===== src/rtl/wb_initiator_arbiter.sv =====
// Round-robin arbiter sharing one Wishbone target port between N_INIT initiators.
// The grant is locked for the whole CYC period. A watchdog raises a one-cycle ERR
// toward the granted initiator when a strobed beat stalls for TIMEOUT cycles.
module wb_initiator_arbiter #(
  parameter int unsigned N_INIT     = 2,
  parameter int unsigned ADDR_WIDTH = 32,
  parameter int unsigned DATA_WIDTH = 32,
  parameter int unsigned TIMEOUT    = 16
) (
  input  logic                           clock,
  input  logic                           reset,
  input  logic [N_INIT*ADDR_WIDTH-1:0]   i_adr,
  input  logic [N_INIT*DATA_WIDTH-1:0]   i_dat_w,
  output logic [DATA_WIDTH-1:0]          i_dat_r,
  input  logic [N_INIT*DATA_WIDTH/8-1:0] i_sel,
  input  logic [N_INIT-1:0]              i_stb,
  input  logic [N_INIT-1:0]              i_cyc,
  input  logic [N_INIT-1:0]              i_we,
  output logic [N_INIT-1:0]              i_ack,
  output logic [N_INIT-1:0]              i_err,
  output logic [ADDR_WIDTH-1:0]          t_adr,
  output logic [DATA_WIDTH-1:0]          t_dat_w,
  input  logic [DATA_WIDTH-1:0]          t_dat_r,
  output logic [DATA_WIDTH/8-1:0]        t_sel,
  output logic                           t_stb,
  output logic                           t_cyc,
  output logic                           t_we,
  input  logic                           t_ack,
  input  logic                           t_err,
  output logic [N_INIT-1:0]              gnt
);

  localparam int unsigned SEL_WIDTH = DATA_WIDTH / 8;
  localparam int unsigned IDX_W     = (N_INIT > 1) ? $clog2(N_INIT) : 1;
  localparam int unsigned WDOG_W    = (TIMEOUT > 0) ? $clog2(TIMEOUT + 1) : 1;
  localparam logic [WDOG_W-1:0] WDOG_LAST = (TIMEOUT > 0) ? WDOG_W'(TIMEOUT - 1) : '0;
  localparam logic [IDX_W-1:0]  IDX_LAST  = IDX_W'(N_INIT - 1);

  typedef enum logic [0:0] {StIdle, StBusy} state_e;

  state_e              state_q;
  logic [N_INIT-1:0]   gnt_q;
  logic [IDX_W-1:0]    gidx_q;
  logic [IDX_W-1:0]    rr_ptr_q;
  logic [WDOG_W-1:0]   wdog_q;

  logic                busy;
  logic                wdog_fire;
  logic [WDOG_W-1:0]   wdog_d;
  logic                pick_valid;
  logic [IDX_W-1:0]    pick_idx;
  logic [N_INIT-1:0]   pick_onehot;
  logic [IDX_W-1:0]    rr_next;

  assign busy = (state_q == StBusy);
  assign gnt  = gnt_q;

  // Pick the first requester at or after rr_ptr, wrapping modulo N_INIT.
  always_comb begin
    int unsigned cand;
    cand        = 0;
    pick_valid  = 1'b0;
    pick_idx    = '0;
    pick_onehot = '0;
    for (int unsigned off = 0; off < N_INIT; off++) begin
      cand = (32'(rr_ptr_q) + off) % N_INIT;
      if (!pick_valid && i_cyc[cand]) begin
        pick_valid = 1'b1;
        pick_idx   = IDX_W'(cand);
      end
    end
    pick_onehot[pick_idx] = 1'b1;
    rr_next = (gidx_q == IDX_LAST) ? '0 : gidx_q + 1'b1;
  end

  // Route the granted slice to the target; the data/address mux keeps the last grant when idle.
  always_comb begin
    t_adr   = i_adr[gidx_q*ADDR_WIDTH +: ADDR_WIDTH];
    t_dat_w = i_dat_w[gidx_q*DATA_WIDTH +: DATA_WIDTH];
    t_sel   = i_sel[gidx_q*SEL_WIDTH +: SEL_WIDTH];
    t_cyc   = busy & i_cyc[gidx_q];
    t_stb   = busy & i_stb[gidx_q];
    t_we    = busy & i_we[gidx_q];
    i_dat_r = t_dat_r;
    i_ack   = '0;
    i_err   = '0;
    if (busy && i_cyc[gidx_q] && i_stb[gidx_q]) begin
      i_ack[gidx_q] = t_ack;
      i_err[gidx_q] = t_err | wdog_fire;
    end
  end

  // Watchdog: count stalled strobed cycles; a target response always wins over the timeout.
  always_comb begin
    wdog_fire = (TIMEOUT != 0) && busy && t_stb && !t_ack && !t_err && (wdog_q == WDOG_LAST);
    wdog_d    = '0;
    if ((TIMEOUT != 0) && busy && t_stb && !t_ack && !t_err && !wdog_fire) begin
      wdog_d = wdog_q + 1'b1;
    end
  end

  // Grant FSM: lock the grant for the whole CYC period, then force one idle cycle.
  always_ff @(posedge clock) begin
    if (reset) begin
      state_q  <= StIdle;
      gnt_q    <= '0;
      gidx_q   <= '0;
      rr_ptr_q <= '0;
      wdog_q   <= '0;
    end else begin
      unique case (state_q)
        StIdle: begin
          wdog_q <= '0;
          if (pick_valid) begin
            state_q <= StBusy;
            gidx_q  <= pick_idx;
            gnt_q   <= pick_onehot;
          end
        end
        StBusy: begin
          wdog_q <= wdog_d;
          if (!i_cyc[gidx_q]) begin
            state_q  <= StIdle;
            gnt_q    <= '0;
            rr_ptr_q <= rr_next;
            wdog_q   <= '0;
          end
        end
        default: begin
          state_q <= StIdle;
          gnt_q   <= '0;
        end
      endcase
    end
  end

endmodule


===== config.mk =====
export PLATFORM = sky130hd
export DESIGN_NAME = wb_initiator_arbiter
export DESIGN_NICKNAME = d
export VERILOG_FILES = /design/src/rtl/wb_initiator_arbiter.sv
export SDC_FILE = /design/constraint.sdc
export NUM_CORES = 1
export LEC_CHECK = 0
export ABC_CLOCK_PERIOD_IN_PS = 1950
export BUFFER_PORTS_ARGS = -buffer_cell sky130_fd_sc_hd__buf_2
export CORE_AREA = 2 2 111 113
export CTS_CLUSTER_DIAMETER = 60
export DETAILED_ROUTE_END_ITERATION = 8
export DIE_AREA = 0 0 113 115
export SYNTH_ARGS = -nofsm -noshare
export SYNTH_HDL_FRONTEND = slang
export SYNTH_SLANG_ARGS = --single-unit

===== constraint.sdc =====
create_clock -name clock -period 1.95 [get_ports clock]
set_input_delay 0.2925 -clock clock [delete_from_list [all_inputs] [get_ports clock]]
set_output_delay 0.2925 -clock clock [all_outputs]
set_load 0.005 [all_outputs]

==> results_tabular.tex, run 1 <==
\begin{tabular}{lr}
\hline
Metric & Value \\
\hline
\multicolumn{2}{l}{\textbf{Run status}} \\
Result of the run & finished with violations \\
Violations in the final reports & design-rule violations \\
\multicolumn{2}{l}{\textbf{Power and ir drop}} \\
P\_leak & 1.39 nW \\
P per Cell Area & between 400 and 500 nW/um\^{}2 \\
Maximum ir drop on the vdd rail & about 560 uV \\
\multicolumn{2}{l}{\textbf{Global routing}} \\
Combined global-route utilization of all metal layers & 9.79\% \\
Pin count of the biggest net entering global routing & 40 \\
Total overflow reported by the global router & 0 \\
First-pass GRT wire length & 9850 um \\
Via count of the first global-routing pass & roughly 1,800 \\
Number of antenna violations at the first check in global routing & 4 \\
\multicolumn{2}{l}{\textbf{Timing}} \\
Fin crit period & 1.83 ns \\
Final hold violation count & 0 \\
Number of endpoints failing setup at the final stage & 0 \\
Highest attainable clock frequency & 547 MHz \\
Relative slew slack & between 70\% and 80\% \\
Count of final max-slew check failures & 0 \\
Worst hold slack across all endpoints & between 0.2 and 0.3 ns \\
Setup TNS after final layout & 0 ns \\
Final critical-path setup slack & 0.123 ns \\
Largest clock skew in the final design & between 0.005 and 0.006 ns \\
Setup repair after global routing missed its margin & false \\
Transition time of the tightest slew-check pin & 0.402 ns \\
Portion of the clock cycle consumed by the worst path in the final layout & between 90\% and 100\% \\
\multicolumn{2}{l}{\textbf{Clocking}} \\
Clock tree from TritonCTS & built \\
Clk Tree Root Cell & clkbuf\_16 \\
TritonCTS Sinks & 10 \\
Clock Tree Buf Depth & 2 \\
Hold buffer count at cts & 0 \\
Clock transition at path regs & about 0.040 ns \\
Number of H-tree levels & 1 \\
Clk\_lat worst skew & 0.24 ns \\
CTS buffer count & 3 \\
\multicolumn{2}{l}{\textbf{Yosys}} \\
Part of the Yosys area used for sequential elements & between 10 and 15\% \\
Netlist area before placement & 1620 um\^{}2 \\
Share of synthesized cell area in full adder, half adder and majority cells & 1.55\% \\
\#FFs+latches synth & 10 \\
Compound-gate portion of the synthesized area & 4.48\% \\
Synth Area in Simple Gates & around 8.0\% \\
Avg Inst Size Synth & roughly 9.6 um\^{}2 \\
Count of different cell masters after synthesis & 31 \\
Post-synthesis mux area share & 49.5\% \\
Mapped Cells & approximately 170 \\
Net count of the mapped netlist & 349 \\
Synthesis warning total & 0 \\
Combinational family with the most area after synthesis & multiplexers \\
Xor and xnor fraction of the mapped netlist area & between 1 and 1.5\% \\
\multicolumn{2}{l}{\textbf{Place}} \\
Port-buffer cells & roughly 220 \\
Worst slack, placed & 0.299 ns \\
Placer Congestion & 0.776 \\
Area of placed instances & around 2600 um\^{}2 \\
Hpwl dp & 6480 um \\
\multicolumn{2}{l}{\textbf{Cells and area}} \\
Share of cells above drive strength 1 & approximately 85\% \\
FILL cells & 1,334 \\
Nets & $\sim$540 \\
Syn-to-layout area delta & 66.5\% \\
Post-route design area & 2700 um\^{}2 \\
Number of antenna cells inserted & 0 \\
\multicolumn{2}{l}{\textbf{Die}} \\
Placement Rows & 40 \\
DIE HEIGHT & 115 um \\
Chip width & 113 um \\
Top-level port count & 287 \\
CORE AREA & 11,800 um\^{}2 \\
Initial standard-cell utilization of the core & 13.7\% \\
Area of the die & 13,000 um\^{}2 \\
\multicolumn{2}{l}{\textbf{Worst hold path}} \\
Launch instance of the worst min-delay path & reset \\
Path class of the lowest-slack min-delay path & input pin to flop \\
\multicolumn{2}{l}{\textbf{Drt}} \\
Vias & approximately 2,000 \\
Remaining number of nets flagged by the antenna check after routing & 0 \\
Average wire per standard cell & 14.6 um \\
Vias per cell & 3.88 \\
Count of TritonRoute iterations in the first routing pass & 8 \\
Detailed Route Iter0 Violations & between 60 and 70 \\
Post-detailed-route DRC marker count & 19 \\
Routed Wire Length & roughly 7300 um \\
\multicolumn{2}{l}{\textbf{Setup path}} \\
Startpoint of the worst register-to-register path & wdog\_q[0]\$\_SDFF\_PP0\_ \\
Start point of the critical path & wdog\_q[0]\$\_SDFF\_PP0\_ \\
Critical Path AT & 1.53 ns \\
Nature of the critical path startpoint & flop \\
Type of destination of the critical path & primary output \\
Largest fanout on the critical path & 3 \\
Type of the worst setup path & flop to primary output \\
Endpoint required time on the critical path & approximately 1.7 ns \\
\multicolumn{2}{l}{\textbf{Run}} \\
Count of maximum capacitance violations & 0 \\
\hline
\end{tabular}
cell usage after synthesis, drive strengths merged:
master | number | area share, %
a211oi | 1 | 0.46
a21o | 1 | 0.46
a21oi | 4 | 1.2
a31oi | 1 | 0.39
a41oi | 1 | 0.54
and2 | 2 | 0.85
and3 | 1 | 0.39
buf | 39 | 20
clkbuf | 2 | 1.7
dfxtp | 10 | 12
ha | 2 | 1.5
inv | 6 | 1.4
mux2 | 70 | 49
mux2i | 1 | 0.62
nand2 | 1 | 0.23
nand2b | 1 | 0.39
nand3 | 5 | 1.5
nand4 | 3 | 1.5
nor2 | 10 | 2.3
nor2b | 1 | 0.39
nor4 | 1 | 0.39
o21ai | 3 | 0.93
o21bai | 1 | 0.46
xnor2 | 1 | 0.54
xor2 | 1 | 0.54
metal layers:
metal / vias up / share of wire (%) / GRT usage (%) / routed length [um]
met5: - / 0.29 / 0 / 21
met4: 4 / 1.6 / 2.03 / 117
met3: 18 / 12 / 3.74 / 872
met2: 142 / 48 / 17.6 / 3550
met1: 845 / 38 / 11.1 / 2780
li1: 944 / - / - / -
metrics by stage:
stage	std cells	util, %	power, W
5_1_grt	503	22.8	0.00123
6_report	503	22.8	0.00115
4_1_cts	503	22.8	0.00117
3_5_place_dp	499	22.1	0.000792
3_3_place_gp	499	22.1	0.000790
2_1_floorplan	169	-	0.000548
area by class of cell:
type                       instances  area, um^2  share of cell area, %
tap                              147         184                   6.82
inverter                           6        22.5                  0.836
sequential                        10         204                   7.57
clock buffer                       4        78.8                   2.92
multi-input combinational        112        1050                   39.1
timing repair buffer             224        1150                   42.7
report_power, final:
part | switching [W] | internal [W]
combinational | 0.000217 | 0.000338
sequential | 0.0000148 | 0.000215
clock | 0.0000938 | 0.000274
total | 0.000326 | 0.000827
cells in the final DEF, fill, tap and decap left out, types with 2 or more instances in the layout:
cell,count
a21oi_1,4
buf_12,2
buf_2,222
clkbuf_16,3
dfxtp_1,9
ha_1,2
inv_1,6
mux2_2,69
nand3_1,5
nand4_1,2
nor2_1,10
o21ai_0,3
what timing repair did:
action                     in CTS  in global routing
buffers inserted                0                  0
gates resized for setup         0                  1
setup endpoints to repair       0                  2
hold endpoints to repair        0                  0
worst paths after layout:
check | endpoint | cells past startpoint | slack, ns
worst max-delay path | i_err[1] | 6 | 0.12
worst min-delay path | gidx_q$_SDFFE_PP0P_ | 2 | 0.29
worst max register to register | wdog_q[2]$_SDFF_PP0_ | 6 | 0.25
worst min register to register | wdog_q[0]$_SDFF_PP0_ | 1 | 0.44
cell families (layout without fill, tap and decap cells):
logic type,after synthesis,in the layout
multiplexers,71,71
buffers and inverters,47,234
AND/OR/NAND/NOR,25,25
AO/OA/AOI/OAI,12,12
flip-flops,10,10
adder cells (fa/ha/maj),2,2
XOR/XNOR,2,2
worst max-delay path, stage by stage (launching register included):
cell	delay [ns]
dfxtp_1	0.31
ha_1	0.21
and3_1	0.19
ha_1	0.20
a41oi_2	0.20
nor2_1	0.06
buf_2	0.12
registers in the layout, summed over array words and instances, names as in the netlist:
name and cells:
rr_ptr_q 1, gidx_q 1, gnt 2, wdog_q 5
busy 1
Note: power is estimated with default switching activity, not from simulation.
==> run 2, diff against run 1 <==
--- a/config.mk
+++ b/config.mk
@@ -7,10 +7,14 @@
 export LEC_CHECK = 0
 export ABC_CLOCK_PERIOD_IN_PS = 1950
 export BUFFER_PORTS_ARGS = -buffer_cell sky130_fd_sc_hd__buf_2
-export CORE_AREA = 2 2 111 113
+export CELL_PAD_IN_SITES_DETAIL_PLACEMENT = 0
+export CELL_PAD_IN_SITES_GLOBAL_PLACEMENT = 1
+export CORE_ASPECT_RATIO = 0.5
+export CORE_MARGIN = 2
+export CORE_UTILIZATION = 16
 export CTS_CLUSTER_DIAMETER = 60
 export DETAILED_ROUTE_END_ITERATION = 8
-export DIE_AREA = 0 0 113 115
+export PLACE_DENSITY_LB_ADDON = 0.1
 export SYNTH_ARGS = -nofsm -noshare
 export SYNTH_HDL_FRONTEND = slang
 export SYNTH_SLANG_ARGS = --single-unit
==> results_tabular.tex, run 2 (synthesis results as in run 1) <==
\begin{tabular}{lr}
\hline
Metric & Value \\
\hline
\multicolumn{2}{l}{\textbf{Cells and area}} \\
Finished Core Util & 27.7\% \\
Register with the most flip-flops & wdog\_q \\
Nets & 538 \\
Number of flip-flops under the largest register name & 5 \\
Most common cell after layout, fill and taps aside & buf\_2 \\
Share of cells above drive strength 1 & about 85\% \\
Syn-to-layout area delta & 65.1\% \\
Top library cells by usage in the layout, fill and taps aside & buf\_2 (222), mux2\_2 (69), nor2\_1 (10) \\
Number of antenna cells inserted & 0 \\
\multicolumn{2}{l}{\textbf{Drt}} \\
Count of TritonRoute iterations in the first routing pass & 4 \\
Vias per cell & $\sim$3.8 \\
Post-detailed-route DRC marker count & 0 \\
Routed Wire Length & 7250 um \\
Routed met3 length & 574 um \\
Length of routed met2 wiring & 3780 um \\
Detailed Route Iter0 Violations & 35 \\
Vias & 1,882 \\
Met1 WL & 2730 um \\
Average wire per standard cell & 14.8 um \\
Remaining number of nets flagged by the antenna check after routing & 0 \\
DR top layer & met4 \\
\multicolumn{2}{l}{\textbf{Power and ir drop}} \\
Maximum ir drop on the vdd rail & 410 uV \\
P per Cell Area & 423 nW/um\^{}2 \\
P\_leak & 1.39 nW \\
\multicolumn{2}{l}{\textbf{Global routing}} \\
Pin count of the biggest net entering global routing & 40 \\
Total overflow reported by the global router & 0 \\
First-pass GRT wire length & 10,100 um \\
Number of antenna violations at the first check in global routing & 0 \\
Combined global-route utilization of all metal layers & 11.2\% \\
Via count of the first global-routing pass & 1,953 \\
\multicolumn{2}{l}{\textbf{Timing}} \\
Setup repair after global routing missed its margin & false \\
Final hold violation count & 0 \\
Largest clock skew in the final design & 0.000829 ns \\
Number of endpoints failing setup at the final stage & 0 \\
Setup TNS after final layout & 0 ns \\
Highest attainable clock frequency & between 500 and 600 MHz \\
Final critical-path setup slack & 0.105 ns \\
Relative slew slack & 80.1\% \\
Fin crit period & 1.85 ns \\
Count of final max-slew check failures & 0 \\
Portion of the clock cycle consumed by the worst path in the final layout & 94.6\% \\
Transition time of the tightest slew-check pin & between 0.2 and 0.3 ns \\
\multicolumn{2}{l}{\textbf{Setup path}} \\
Maximum cell stage delay along the critical path & 0.32 ns \\
Cell chain of the critical path & ha\_1 > and3\_1 > ha\_1 > a41oi\_2 > nor2\_1 > buf\_2 \\
Worst R2R Path Depth & 6 \\
Nature of the critical path startpoint & flop \\
Type of destination of the critical path & primary output \\
Type of the worst setup path & flop to primary output \\
Register-to-Register Setup Slack & 0.34 ns \\
Kind of cell with the highest combined delay on the critical path & adder cells \\
Endpoint required time on the critical path & 1.66 ns \\
Largest fanout on the critical path & 3 \\
Worst path bufs/invs & 1 \\
Most frequent cell on the critical path & ha\_1 \\
Slowest cell on the critical path & dfxtp\_1 \\
Startpoint of the worst register-to-register path & wdog\_q[0]\$\_SDFF\_PP0\_ \\
R2r endpoint & wdog\_q[3]\$\_SDFF\_PP0\_ \\
Critical Path AT & 1.55 ns \\
\multicolumn{2}{l}{\textbf{Die}} \\
DIE HEIGHT & 75.1 um \\
Area of the die & 11,000 um\^{}2 \\
Initial standard-cell utilization of the core & 16.8\% \\
CORE AREA & 9630 um\^{}2 \\
Top-level port count & around 290 \\
Chip width & 146 um \\
Placement Rows & 25 \\
\multicolumn{2}{l}{\textbf{Place}} \\
Placer Congestion & 0.732 \\
Port-buffer cells & 222 \\
Hpwl dp & between 6000 and 7000 um \\
Worst slack, placed & between 0.2 and 0.3 ns \\
\multicolumn{2}{l}{\textbf{Clocking}} \\
Hold buffer count at cts & 0 \\
Clk Tree Root Cell & clkbuf\_16 \\
CTS buffer count & 3 \\
Clock Tree Buf Depth & 2 \\
Clock tree from TritonCTS & built \\
Clock transition at path regs & 0.04 ns \\
TritonCTS Sinks & 10 \\
Clk\_lat worst skew & 0.23 ns \\
Number of H-tree levels & 1 \\
\multicolumn{2}{l}{\textbf{Worst hold path}} \\
Path class of the lowest-slack min-delay path & input pin to flop \\
Cell count of the worst hold path & 2 \\
Launch instance of the worst min-delay path & reset \\
Hold Path Sink & gidx\_q\$\_SDFFE\_PP0P\_ \\
\multicolumn{2}{l}{\textbf{Run}} \\
Count of maximum capacitance violations & 0 \\
\multicolumn{2}{l}{\textbf{Run status}} \\
Result of the run & completed \\
\hline
\end{tabular}
-- run 2: changes by cell type in the layout (fill, tap and decap cells not counted), sizes merged --
| cell | previous run | this run |
|---|---|---|
| clkbuf | 4 | 3 |
| buf | 224 | 225 |
-- run 2: final cells by class --
type / instances / area [um^2]
Clock buffer: 3 / 75.1
Fill cell: 1092 / 6960
Inverter: 6 / 22.5
Multi-Input combinational cell: 112 / 1050
Sequential cell: 10 / 201
Tap cell: 135 / 169
Timing Repair Buffer: 225 / 1150
-- run 2: per-stage QoR --
step | std cells | instance area (um^2) | hold WS (ns) | power [W]
floorplan | 169 | 1620 | 0.362 | 0.000548
global placement | 488 | 2590 | 0.430 | 0.000781
detailed placement | 488 | 2590 | 0.443 | 0.000784
CTS | 491 | 2660 | 0.315 | 0.00114
global route | 491 | 2670 | 0.326 | 0.00121
finish | 491 | 2670 | 0.313 | 0.00113
-- run 2: worst max-delay path by stage --
stage,to,start,cells past startpoint,slack (ns)
3_5_place_dp,i_err[1],wdog_q[0]$_SDFF_PP0_,6,0.27
5_1_grt,i_err[1],wdog_q[0]$_SDFF_PP0_,6,0.06
2_1_floorplan,wdog_q[2]$_SDFF_PP0_,wdog_q[0]$_SDFF_PP0_,6,0.46
3_3_place_gp,i_err[1],wdog_q[0]$_SDFF_PP0_,6,0.30
4_1_cts,i_err[1],wdog_q[0]$_SDFF_PP0_,6,0.03
6_report,i_err[1],wdog_q[0]$_SDFF_PP0_,6,0.10
-- run 2: power by group --
group	total [W]	switching [W]	internal, W	leakage (nW)
combinational	0.000552	0.000216	0.000336	1.27
clock	0.000353	0.0000872	0.000265	0.0370
sequential	0.000227	0.0000118	0.000216	0.0821
-- run 2: routing by layer --
metal / vias up / global-route usage [%]
li1: 943 / -
met1: 837 / 12.8
met2: 74 / 21.4
met3: 28 / 2.79
met4: 0 / 3.02
met5: - / 0
-- run 2: worst reg2reg max path: cells and delay by family, from the launching register on --
kind,cells,cell delay [ns]
simple gates,4,0.82
flops,1,0.32
fa+ha+maj,2,0.42
-- run 2: what timing repair did --
action | 4_1_cts | 5_1_grt
setup buffers | 0 | 0
endpoints found under the setup margin | 0 | 18
resized for setup | 0 | 2
